## src/rtl/muldiv_seq.sv

```systemverilog
// Iterative RV64M multiply/divide unit: shift-add multiply and restoring divide, one bit per
// cycle on operand magnitudes, with the result sign applied when the result is written.
module muldiv_seq #(
  parameter int XLEN = 64
) (
  input  logic            clk,
  input  logic            rst,
  input  logic            in_valid,
  output logic            in_ready,
  input  logic [12:0]     op_sel,
  input  logic [XLEN-1:0] src1,
  input  logic [XLEN-1:0] src2,
  input  logic            flush,
  output logic            out_valid,
  input  logic            out_ready,
  output logic [XLEN-1:0] result,
  output logic            busy,
  output logic [1:0]      dbg_state
);

  // Handshakes: a request transfers on a rising edge where in_valid & in_ready & !flush and
  // op_sel has at least one bit set; a result transfers where out_valid & out_ready & !flush.
  typedef enum logic [1:0] {S_IDLE = 2'd0, S_CALC = 2'd1, S_DONE = 2'd2} state_t;

  state_t              state_q, state_d;
  logic [6:0]          cnt_q, cnt_d;
  logic [3:0]          op_q, op_d;
  logic                neg_q, neg_d, spec_q, spec_d;
  logic [2*XLEN-1:0]   acc_q, acc_d, mcand_q, mcand_d;
  logic [XLEN-1:0]     b_q, b_d, result_q, result_d;

  logic [3:0]          op_idx;
  logic                new_w, sgn_a, sgn_b, neg_a, neg_b, div_zero, div_ovf;
  logic [XLEN-1:0]     a_ext, b_ext, a_mag, b_mag, spec_val;
  logic [2*XLEN-1:0]   prod;
  logic [XLEN-1:0]     quo, rmd, fix_val;
  logic [XLEN:0]       shifted, diff;

  function automatic logic [XLEN-1:0] sext32(input logic [31:0] v);
    return {{(XLEN-32){v[31]}}, v};
  endfunction
  function automatic logic is_w(input logic [3:0] o);
    return o >= 4'd8;
  endfunction
  function automatic logic is_mul(input logic [3:0] o);
    return (o <= 4'd3) || (o == 4'd8);
  endfunction
  function automatic logic is_rem(input logic [3:0] o);
    return (o == 4'd6) || (o == 4'd7) || (o == 4'd11) || (o == 4'd12);
  endfunction
  function automatic logic signed_a(input logic [3:0] o);
    return o inside {4'd0, 4'd1, 4'd2, 4'd4, 4'd6, 4'd8, 4'd9, 4'd11};
  endfunction
  function automatic logic signed_b(input logic [3:0] o);
    return o inside {4'd0, 4'd1, 4'd4, 4'd6, 4'd8, 4'd9, 4'd11};
  endfunction

  // Lowest set bit of op_sel selects the operation.
  always_comb begin
    op_idx = 4'd0;
    for (int i = 12; i >= 0; i--) begin
      if (op_sel[i]) op_idx = 4'(i);
    end
  end

  always_comb begin
    new_w = is_w(op_idx);
    sgn_a = signed_a(op_idx);
    sgn_b = signed_b(op_idx);
    if (new_w) begin
      a_ext = sgn_a ? sext32(src1[31:0]) : {{(XLEN-32){1'b0}}, src1[31:0]};
      b_ext = sgn_b ? sext32(src2[31:0]) : {{(XLEN-32){1'b0}}, src2[31:0]};
    end else begin
      a_ext = src1;
      b_ext = src2;
    end
    neg_a    = sgn_a & a_ext[XLEN-1];
    neg_b    = sgn_b & b_ext[XLEN-1];
    a_mag    = neg_a ? -a_ext : a_ext;
    b_mag    = neg_b ? -b_ext : b_ext;
    div_zero = !is_mul(op_idx) && (b_ext == '0);
    div_ovf  = !is_mul(op_idx) && sgn_a && (b_ext == '1) &&
               (new_w ? (a_ext[31:0] == 32'h8000_0000) : (a_ext == {1'b1, {(XLEN-1){1'b0}}}));
    if (div_zero) spec_val = is_rem(op_idx) ? a_ext : '1;
    else          spec_val = is_rem(op_idx) ? '0 : a_ext;
  end

  always_comb begin
    prod    = neg_q ? -acc_q : acc_q;
    quo     = neg_q ? -b_q : b_q;
    rmd     = neg_q ? -acc_q[XLEN-1:0] : acc_q[XLEN-1:0];
    shifted = {acc_q[XLEN-1:0], b_q[XLEN-1]};
    diff    = shifted - {1'b0, mcand_q[XLEN-1:0]};
    if (spec_q) begin
      fix_val = b_q;
    end else if (is_mul(op_q)) begin
      case (op_q)
        4'd0:    fix_val = prod[XLEN-1:0];
        4'd8:    fix_val = sext32(prod[31:0]);
        default: fix_val = prod[2*XLEN-1:XLEN];
      endcase
    end else begin
      fix_val = is_rem(op_q) ? rmd : quo;
      if (is_w(op_q)) fix_val = sext32(fix_val[31:0]);
    end
  end

  always_comb begin
    state_d  = state_q;
    cnt_d    = cnt_q;
    op_d     = op_q;
    neg_d    = neg_q;
    spec_d   = spec_q;
    acc_d    = acc_q;
    mcand_d  = mcand_q;
    b_d      = b_q;
    result_d = result_q;
    if (flush) begin
      state_d = S_IDLE;
    end else begin
      case (state_q)
        S_IDLE: begin
          if (in_valid && (|op_sel)) begin
            state_d = S_CALC;
            op_d    = op_idx;
            neg_d   = is_rem(op_idx) ? neg_a : (neg_a ^ neg_b);
            acc_d   = '0;
            // Special cases park their answer in b and spend one CALC cycle with a zero count.
            spec_d  = div_zero || div_ovf;
            if (div_zero || div_ovf) begin
              cnt_d = 7'd0;
              b_d   = new_w ? sext32(spec_val[31:0]) : spec_val;
            end else begin
              cnt_d = new_w ? 7'd32 : 7'(XLEN);
              if (is_mul(op_idx)) begin
                mcand_d = {{XLEN{1'b0}}, a_mag};
                b_d     = b_mag;
              end else begin
                mcand_d = {{XLEN{1'b0}}, b_mag};
                b_d     = new_w ? {a_mag[31:0], {(XLEN-32){1'b0}}} : a_mag;
              end
            end
          end
        end
        S_CALC: begin
          if (cnt_q == 7'd0) begin
            state_d  = S_DONE;
            result_d = fix_val;
          end else begin
            cnt_d = cnt_q - 7'd1;
            if (is_mul(op_q)) begin
              if (b_q[0]) acc_d = acc_q + mcand_q;
              mcand_d = mcand_q << 1;
              b_d     = b_q >> 1;
            end else if (!diff[XLEN]) begin
              acc_d = {{XLEN{1'b0}}, diff[XLEN-1:0]};
              b_d   = {b_q[XLEN-2:0], 1'b1};
            end else begin
              acc_d = {{XLEN{1'b0}}, shifted[XLEN-1:0]};
              b_d   = {b_q[XLEN-2:0], 1'b0};
            end
          end
        end
        S_DONE: begin
          if (out_ready) state_d = S_IDLE;
        end
        default: state_d = S_IDLE;
      endcase
    end
  end

  always_ff @(posedge clk) begin
    if (rst) begin
      state_q  <= S_IDLE;
      cnt_q    <= '0;
      op_q     <= '0;
      neg_q    <= 1'b0;
      spec_q   <= 1'b0;
      acc_q    <= '0;
      mcand_q  <= '0;
      b_q      <= '0;
      result_q <= '0;
    end else begin
      state_q  <= state_d;
      cnt_q    <= cnt_d;
      op_q     <= op_d;
      neg_q    <= neg_d;
      spec_q   <= spec_d;
      acc_q    <= acc_d;
      mcand_q  <= mcand_d;
      b_q      <= b_d;
      result_q <= result_d;
    end
  end

  assign in_ready  = (state_q == S_IDLE) && !rst;
  assign out_valid = (state_q == S_DONE);
  assign busy      = (state_q != S_IDLE);
  assign result    = result_q;
  assign dbg_state = state_q;

endmodule

```

## config.mk

```make
export PLATFORM = sky130hd
export DESIGN_NAME = muldiv_seq
export DESIGN_NICKNAME = d
export VERILOG_FILES = /design/src/rtl/muldiv_seq.sv
export SDC_FILE = /design/constraint.sdc
export NUM_CORES = 2
export LEC_CHECK = 0
export ABC_AREA = 1
export CAP_MARGIN = 10
export CELL_PAD_IN_SITES_DETAIL_PLACEMENT = 1
export CELL_PAD_IN_SITES_GLOBAL_PLACEMENT = 1
export CORE_MARGIN = 2
export CORE_UTILIZATION = 47
export CTS_CLUSTER_DIAMETER = 150
export DETAILED_ROUTE_END_ITERATION = 8
export GPL_ROUTABILITY_DRIVEN = 0
export HOLD_SLACK_MARGIN = 0.1
export PLACE_DENSITY = 0.84
export SLEW_MARGIN = 15
export SYNTH_ARGS = -nofsm -noshare
export SYNTH_HDL_FRONTEND = slang
export SYNTH_SLANG_ARGS = --single-unit
```

## constraint.sdc

```tcl
create_clock -name clk -period 10.16 [get_ports clk]
set_clock_uncertainty 0.2 [all_clocks]
set_input_delay 1.524 -clock clk [delete_from_list [all_inputs] [get_ports clk]]
set_output_delay 1.524 -clock clk [all_outputs]
set_load 0.005 [all_outputs]
```

* Word level (Yosys, flattened, before mapping)
Cells that the tools add are included.
** Word-level totals
- Register bits after elaboration :: 399
- Input bits :: 146
- Output and inout port bits :: 69
- Word-level logic and storage cells :: 147
** Cells by class
- Add/subtract/negate cells :: 8
- Order comparisons :: 4
- Eq/ne operators :: 26
- Muxes and demuxes :: 62
- Bitwise gates (word level) :: 4
- Reduce and logical (&&, ||, !) cells :: 34
** Operators by type and width (number)
- $mux 64 :: 24
- $mux 128 :: 9
- $pmux 128 s2 :: 2
- $neg 64->64 :: 4
- $pmux 64 s2 :: 2
- $add 128x128->128 :: 1
- $eq 64x64->1 const B :: 2
- $neg 128->128 :: 1
- $sub 65x64->65 :: 1
- $logic_not 64->1 :: 1
- $mux 4 :: 13
- $eq 32x32->1 const B :: 1
- $eq 4x4->1 const B :: 7
- $mux 7 :: 4
- $eq 4x3->1 const B :: 5
- $pmux 7 s2 :: 1
- $reduce_or 13->1 :: 1
- $ne 2x2->1 const B :: 5
- $logic_or 1x1->1 :: 9
- $reduce_and 3->1 :: 3
- $ge 4x4->1 const B :: 2
- $le 4x2->1 const B :: 2
- $logic_not 4->1 :: 2
- $reduce_bool 8->1 :: 1
- 23 further kinds :: 35

* Depth between registers and ports, before layout
- Word-level depth :: 24
- Gate-level depth with buffers :: 32
- Mapped depth without buffers :: 29

* Least setup slack after synthesis
No wires, ideal clock.
- Path kind :: input -> register
- Start :: in src2[0]
- End :: reg b_q[12]
- Arrival time :: 4.001 ns
- Slack :: 5.817 ns
- Stages :: 20
- Cell sequence :: inv_1 -> ha_1 -> nand4_1 -> nor3_2 -> nand3_2 -> nor3_4 -> nand4_1 -> nor2_1 -> nand4_1 -> nor2_2 -> nand4_1 -> nor2_2 -> nand2_2 -> nand2_2 -> buf_6 -> inv_2 -> buf_6 -> buf_6 -> o211ai_2 -> a21oi_2
** On the way
- Cells in the longest elaborated chain, start to end :: 9
- Elaborated cells between the ends (all ways) :: 16
- Classes of those cells :: 1 x add/sub; 1 x eq/ne; 9 x mux; 5 x reduce/logical
** Ends and longest elaborated chain
- start, declared :: line 12 : input logic [XLEN-1:0] src2,
- $mux 64 :: line 72 : b_ext = sgn_b ? sext32(src2[31:0]) : {{(XLEN-32){1'b0}}, src2[31:0]};
- $mux 64 (*) :: line 70 : if (new_w) begin
- branches (longest 4 deep; another with $neg 64->64)
- $mux 64 (*) :: line 130 : if (div_zero || div_ovf) begin
- $mux 64 (*) :: line 123 : if (in_valid && (|op_sel)) begin
- $pmux 64 s2 (*) :: line 121 : case (state_q)
- end signal, assigned :: line 181 : b_q <= '0;
- end signal, assigned :: line 191 : b_q <= b_d;
- end, declared :: line 30 : logic [XLEN-1:0] b_q, b_d, result_q, result_d;
Every way passes the cells marked *. The select of a mux whose other input is x is not followed.
A chain may end at the register's enable or synchronous reset.

* Worst setup path in the final report
- Start :: in op_sel[11]
- End :: reg mcand_q[57]
** On the way
- Cells in the longest elaborated chain, start to end :: 22
- Elaborated cells between the ends (all ways) :: 55
- Classes of those cells :: 2 x add/sub; 2 x order compare; 12 x eq/ne; 23 x mux; 2 x bitwise; 14 x reduce/logical
** Ends and longest elaborated chain
- start, declared :: line 10 : input logic [12:0] op_sel,
- $mux 4 (12 in series) :: line 62 : if (op_sel[i]) op_idx = 4'(i);
- $eq 4x1->1, or another cell as far along :: line 52, 55
- $reduce_bool 8->1 / $reduce_bool 7->1 (equally long branches) :: line 52, 55
- $mux 64 (on tied branches) :: line 71, 72
- $mux 64 :: line 70
- $neg 64->64, or another cell as far along :: line 79 : a_mag = neg_a ? -a_ext : a_ext;
- $mux 64, or another cell as far along :: line 79
- $mux 64 / $logic_and 1x1->1 (equally long branches) :: line 135, 82
- $mux 128 / $logic_or 1x1->1 (equally long branches) :: line 130
- $mux 128 / $ne 2x2->1 (equally long branches)
- $pmux 128 s2 / $reduce_and 6->1 (equally long branches)
- end signal, assigned :: line 190 : mcand_q <= mcand_d;
- end, declared :: line 29 : logic [2*XLEN-1:0] acc_q, acc_d, mcand_q, mcand_d;
Several ways; a longest one is shown, not always the timed one. The select of a mux whose other input is x is not followed.

==> out/qor.json <==
{
  "clock_tree": {
    "post_cts_sizing": 0,
    "ctsHtreeMaxLevel": 2,
    "cts_tree": "yes",
    "cts_buffer_depth": 3,
    "cts.reportedPaths.clkPinSlew_ns": 0.06,
    "cts_inserted_buffers": 51,
    "number_of_hold_repair_buffers_added_at_the_cts_stage": 0,
    "cts_post_setup_buffers_inserted": 0,
    "cts.sinks": 399,
    "clock_latency_ns": 0.69,
    "ctsRootBufferMaster": "sky130_fd_sc_hd__clkbuf_16"
  },
  "setup_path": {
    "ff2ff_setup_slack_ns": 4.33,
    "arrival_ns": 7.58,
    "worst_r2r_path_depth": 17,
    "critical_path.max_stage_delay_ns": 0.62,
    "r2r_start": "op_q[0]",
    "worst_path_buffer_plus_inverter_count": 7,
    "slowest_stage": "sky130_fd_sc_hd__buf_4",
    "critPathMaxFanout": 74,
    "critical-path-top-delay-family": "simple AND/OR/NAND/NOR gates",
    "endpoint_type_of_the_worst_setup_path": "register",
    "critical_path.startpoint_type": "input port",
    "criticalPathCategory": "in2reg",
    "timing.critical_path.depth": 25,
    "timing.critical_path.required_ns": 10.52,
    "r2r_end": "acc_q[106]"
  },
  "yosys": {
    "synth.net_count": 8487,
    "avgSynthCellArea_um2": 5.72,
    "synth_most_common_cell": "sky130_fd_sc_hd__nand2_1",
    "synth_top_cell_area_share_pct": 17.1,
    "synth-async-reset-ratio_pct": 0,
    "ys.flop_type": "sky130_fd_sc_hd__dfxtp_1",
    "ys.warnings.count": 0,
    "portion_of_the_post_synthesis_area_used_by_sequential_elements_pct": 17.1,
    "ranking_of_synthesized_cells_by_instance_count": "1861 x sky130_fd_sc_hd__nand2_1, 1063 x sky130_fd_sc_hd__a21oi_1, 910 x sky130_fd_sc_hd__inv_1",
    "synth_seq_cells": 399,
    "most_area_consuming_cells_after_synthesis": "sky130_fd_sc_hd__dfxtp_1 17%, sky130_fd_sc_hd__nand2_1 15%, sky130_fd_sc_hd__a21oi_1 11%, sky130_fd_sc_hd__o21ai_0 7.5%, sky130_fd_sc_hd__inv_1 7.3%",
    "syn-instance-count": 8141,
    "yosysTopAreaCell": "sky130_fd_sc_hd__dfxtp_1",
    "synth.cell_area_um2": 46600,
    "synth_edf_count": 0,
    "netlist-cell-type-count": 69
  },
  "cells_and_area": {
    "synth_to_layout_area_growth_pct": 9.94,
    "layoutNonFillerInstCount": 9395,
    "multi_input_comb_area_um2": 33400,
    "layout.filler_cells": 14084,
    "finalNetCount": 8409,
    "share_of_cells_above_drive_strength_1_pct": 4.48,
    "area.sequential_um2": 7990,
    "finalCoreUtilization_pct": 52.1
  },
  "floorplanning": {
    "top_level_ports": 215,
    "initial_core_util_pct": 47.4,
    "floorplan.rows": 115,
    "floorplan.die.width_um": 319,
    "die_area_um2": 102000,
    "die_y_um": 319,
    "floorplan.core_area_um2": 98300
  },
  "power": {
    "total_power_mw": 5.79,
    "power_report.internal_total_mw": 3.49,
    "pwr-share-seq_pct": 30.1,
    "total_leakage_power_nw": 23.4,
    "comb_power_share_pct": 31.2,
    "powerDensity_nw_per_um2": 113,
    "power.ir.vdd_worst_mv": 0.147,
    "power_frac_clock_pct": 38.7,
    "net_switching_power_of_the_design_mw": 2.30,
    "netSwitchingFraction_pct": 39.7
  },
  "detailed_routing": {
    "final_antenna_net_count": 0,
    "num_vias": 60813,
    "drt_pre_antenna_iters": 7,
    "post_drt_via_cell_ratio": 6.47,
    "route.detailed.drc": 0,
    "avgRoutedWirePerCell_um": 26.1,
    "routed_wirelength_um": 245000,
    "first_drt_iteration_drcs": 8163
  },
  "run_status": {
    "status": "complete, no violations"
  },
  "placed_design": {
    "place.detailed.hpwl_um": 190000,
    "placed_cells": 9297,
    "numPortBuffers": 214
  },
  "min_path": {
    "timing.hold.worst_endpoint": "cnt_q[0]",
    "worstHoldPathType": "reg2reg",
    "min_from": "cnt_q[0]",
    "whs_path_depth": 2
  },
  "sta": {
    "post-route-min-period_ns": 7.22,
    "max_slew_margin_pct": 8.86,
    "finalHoldViolCount": 0,
    "max_freq_mhz": 138,
    "tns_ns": 0,
    "setup_viol": 0,
    "final_max_slew_viol_count": 0,
    "tightestPinTransition_ns": 1.36,
    "final_min_period_over_clock_period_pct": 71.1,
    "hold-worst-slack_ns": 0.265,
    "grt_setup_unrepaired": "false"
  },
  "global_route": {
    "antenna_violations_before_repair": 16,
    "pin_count_of_the_biggest_net_entering_global_routing": 101,
    "grt.overflow.total": 0,
    "first_global_vias": 59125,
    "grt_use_total_pct": 46.2,
    "grt_pass1_wl_um": 363000
  },
  "flow_run": {
    "max-cap-violations": 0
  }
}
-- per-layer routing --
metal | share of wire, % | GRT usage [%]
met3 | 13 | 13.4
met5 | 0.056 | 0
met4 | 8.4 | 32.0
met2 | 41 | 69.6
met1 | 37 | 56.6
-- registers in the layout, indices dropped and copies added, names as in the netlist --
name and count:
acc_q 128, mcand_q 128, b_q 64, result 64, cnt_q 7, op_q 4, dbg_state 2, neg_q 1
spec_q 1
-- kinds of logic after synthesis --
| logic type | count (synthesis) | share of synthesized area (%) |
|---|---|---|
| XOR/XNOR | 323 | 6.07 |
| AO/OA/AOI/OAI | 2328 | 28.4 |
| adder cells (fa/ha/maj) | 200 | 5.40 |
| flip-flops | 399 | 17.1 |
| buffers and inverters | 1357 | 11.4 |
| AND/OR/NAND/NOR | 3534 | 31.6 |
-- per-stage QoR --
| stage | setup slack [ns] | cell area [um^2] |
|---|---|---|
| after floorplan | 5.82 | 46600 |
| after detailed placement | 2.56 | 49200 |
| final | 2.94 | 51200 |
| after global routing | 2.62 | 51200 |
| after global placement | 2.85 | 49200 |
| after CTS | 3.18 | 51200 |
-- placed cells by master (no fill, tap or decap), types with 10 or more instances in the layout --
cell and n:
sky130_fd_sc_hd__nand2_1 1858, sky130_fd_sc_hd__a21oi_1 1062, sky130_fd_sc_hd__inv_1 906, sky130_fd_sc_hd__nor2_1 881, sky130_fd_sc_hd__o21ai_0 697, sky130_fd_sc_hd__dfxtp_1 398
sky130_fd_sc_hd__nand3_1 360, sky130_fd_sc_hd__clkdlybuf4s50_1 213, sky130_fd_sc_hd__xor2_1 210, sky130_fd_sc_hd__ha_1 198, sky130_fd_sc_hd__o211ai_1 149, sky130_fd_sc_hd__nor3_1 125
sky130_fd_sc_hd__xnor2_1 113, sky130_fd_sc_hd__nor4_1 92, sky130_fd_sc_hd__a31oi_1 84, sky130_fd_sc_hd__nand4_1 81, sky130_fd_sc_hd__a22oi_1 69, sky130_fd_sc_hd__buf_4 64
sky130_fd_sc_hd__clkbuf_16 52, sky130_fd_sc_hd__nand2_2 37, sky130_fd_sc_hd__inv_2 35, sky130_fd_sc_hd__o21a_1 35, sky130_fd_sc_hd__a221oi_1 31, sky130_fd_sc_hd__or2_2 30
sky130_fd_sc_hd__o211ai_2 30, sky130_fd_sc_hd__a21oi_2 28, sky130_fd_sc_hd__o21ai_1 19, sky130_fd_sc_hd__o31ai_1 18, sky130_fd_sc_hd__o21bai_1 18, sky130_fd_sc_hd__o221ai_1 18
sky130_fd_sc_hd__nand3b_1 15, sky130_fd_sc_hd__bufinv_16 15, sky130_fd_sc_hd__a21o_1 14, sky130_fd_sc_hd__nor2_2 12, sky130_fd_sc_hd__nor2_4 10, sky130_fd_sc_hd__a211oi_1 10
-- final cells by class --
cell class	instances	share of cell area, %
timing repair buffer	278	5.13
tap	1287	3.14
antenna	3	0.0147
sequential	399	15.6
multi-input combinational	6385	65.2
clock buffer	61	2.72
inverter	948	6.96
clock inverter	34	1.25
-- power by group through the flow --
stage               registers, mW  logic (mW)  clock network [mW]
floorplan                    1.68        1.11                   0
global placement             1.76        1.63                   0
detailed placement           1.77        1.67                   0
CTS                          1.73        1.69                2.24
global route                 1.74        1.90                2.29
finish                       1.75        1.81                2.24
-- worst min-delay path: cells and delay by family, from the launching register on --
family / cells / cell delay, ns
and+or+nand+nor: 1 / 0.06
DFF: 1 / 0.31
AOI/OAI and AO/OA: 1 / 0.05
-- worst max-delay path by stage --
stage	startpoint	endpoint	slack, ns
floorplan	src2[0]	b_q[12]	5.82
finish	op_sel[11]	mcand_q[57]	2.94
global route	op_sel[11]	mcand_q[37]	2.62
CTS	op_sel[11]	mcand_q[57]	3.18
detailed placement	op_sel[11]	mcand_q[57]	2.56
global placement	op_sel[11]	mcand_q[1]	2.85
(Power assumes the default switching activity.)
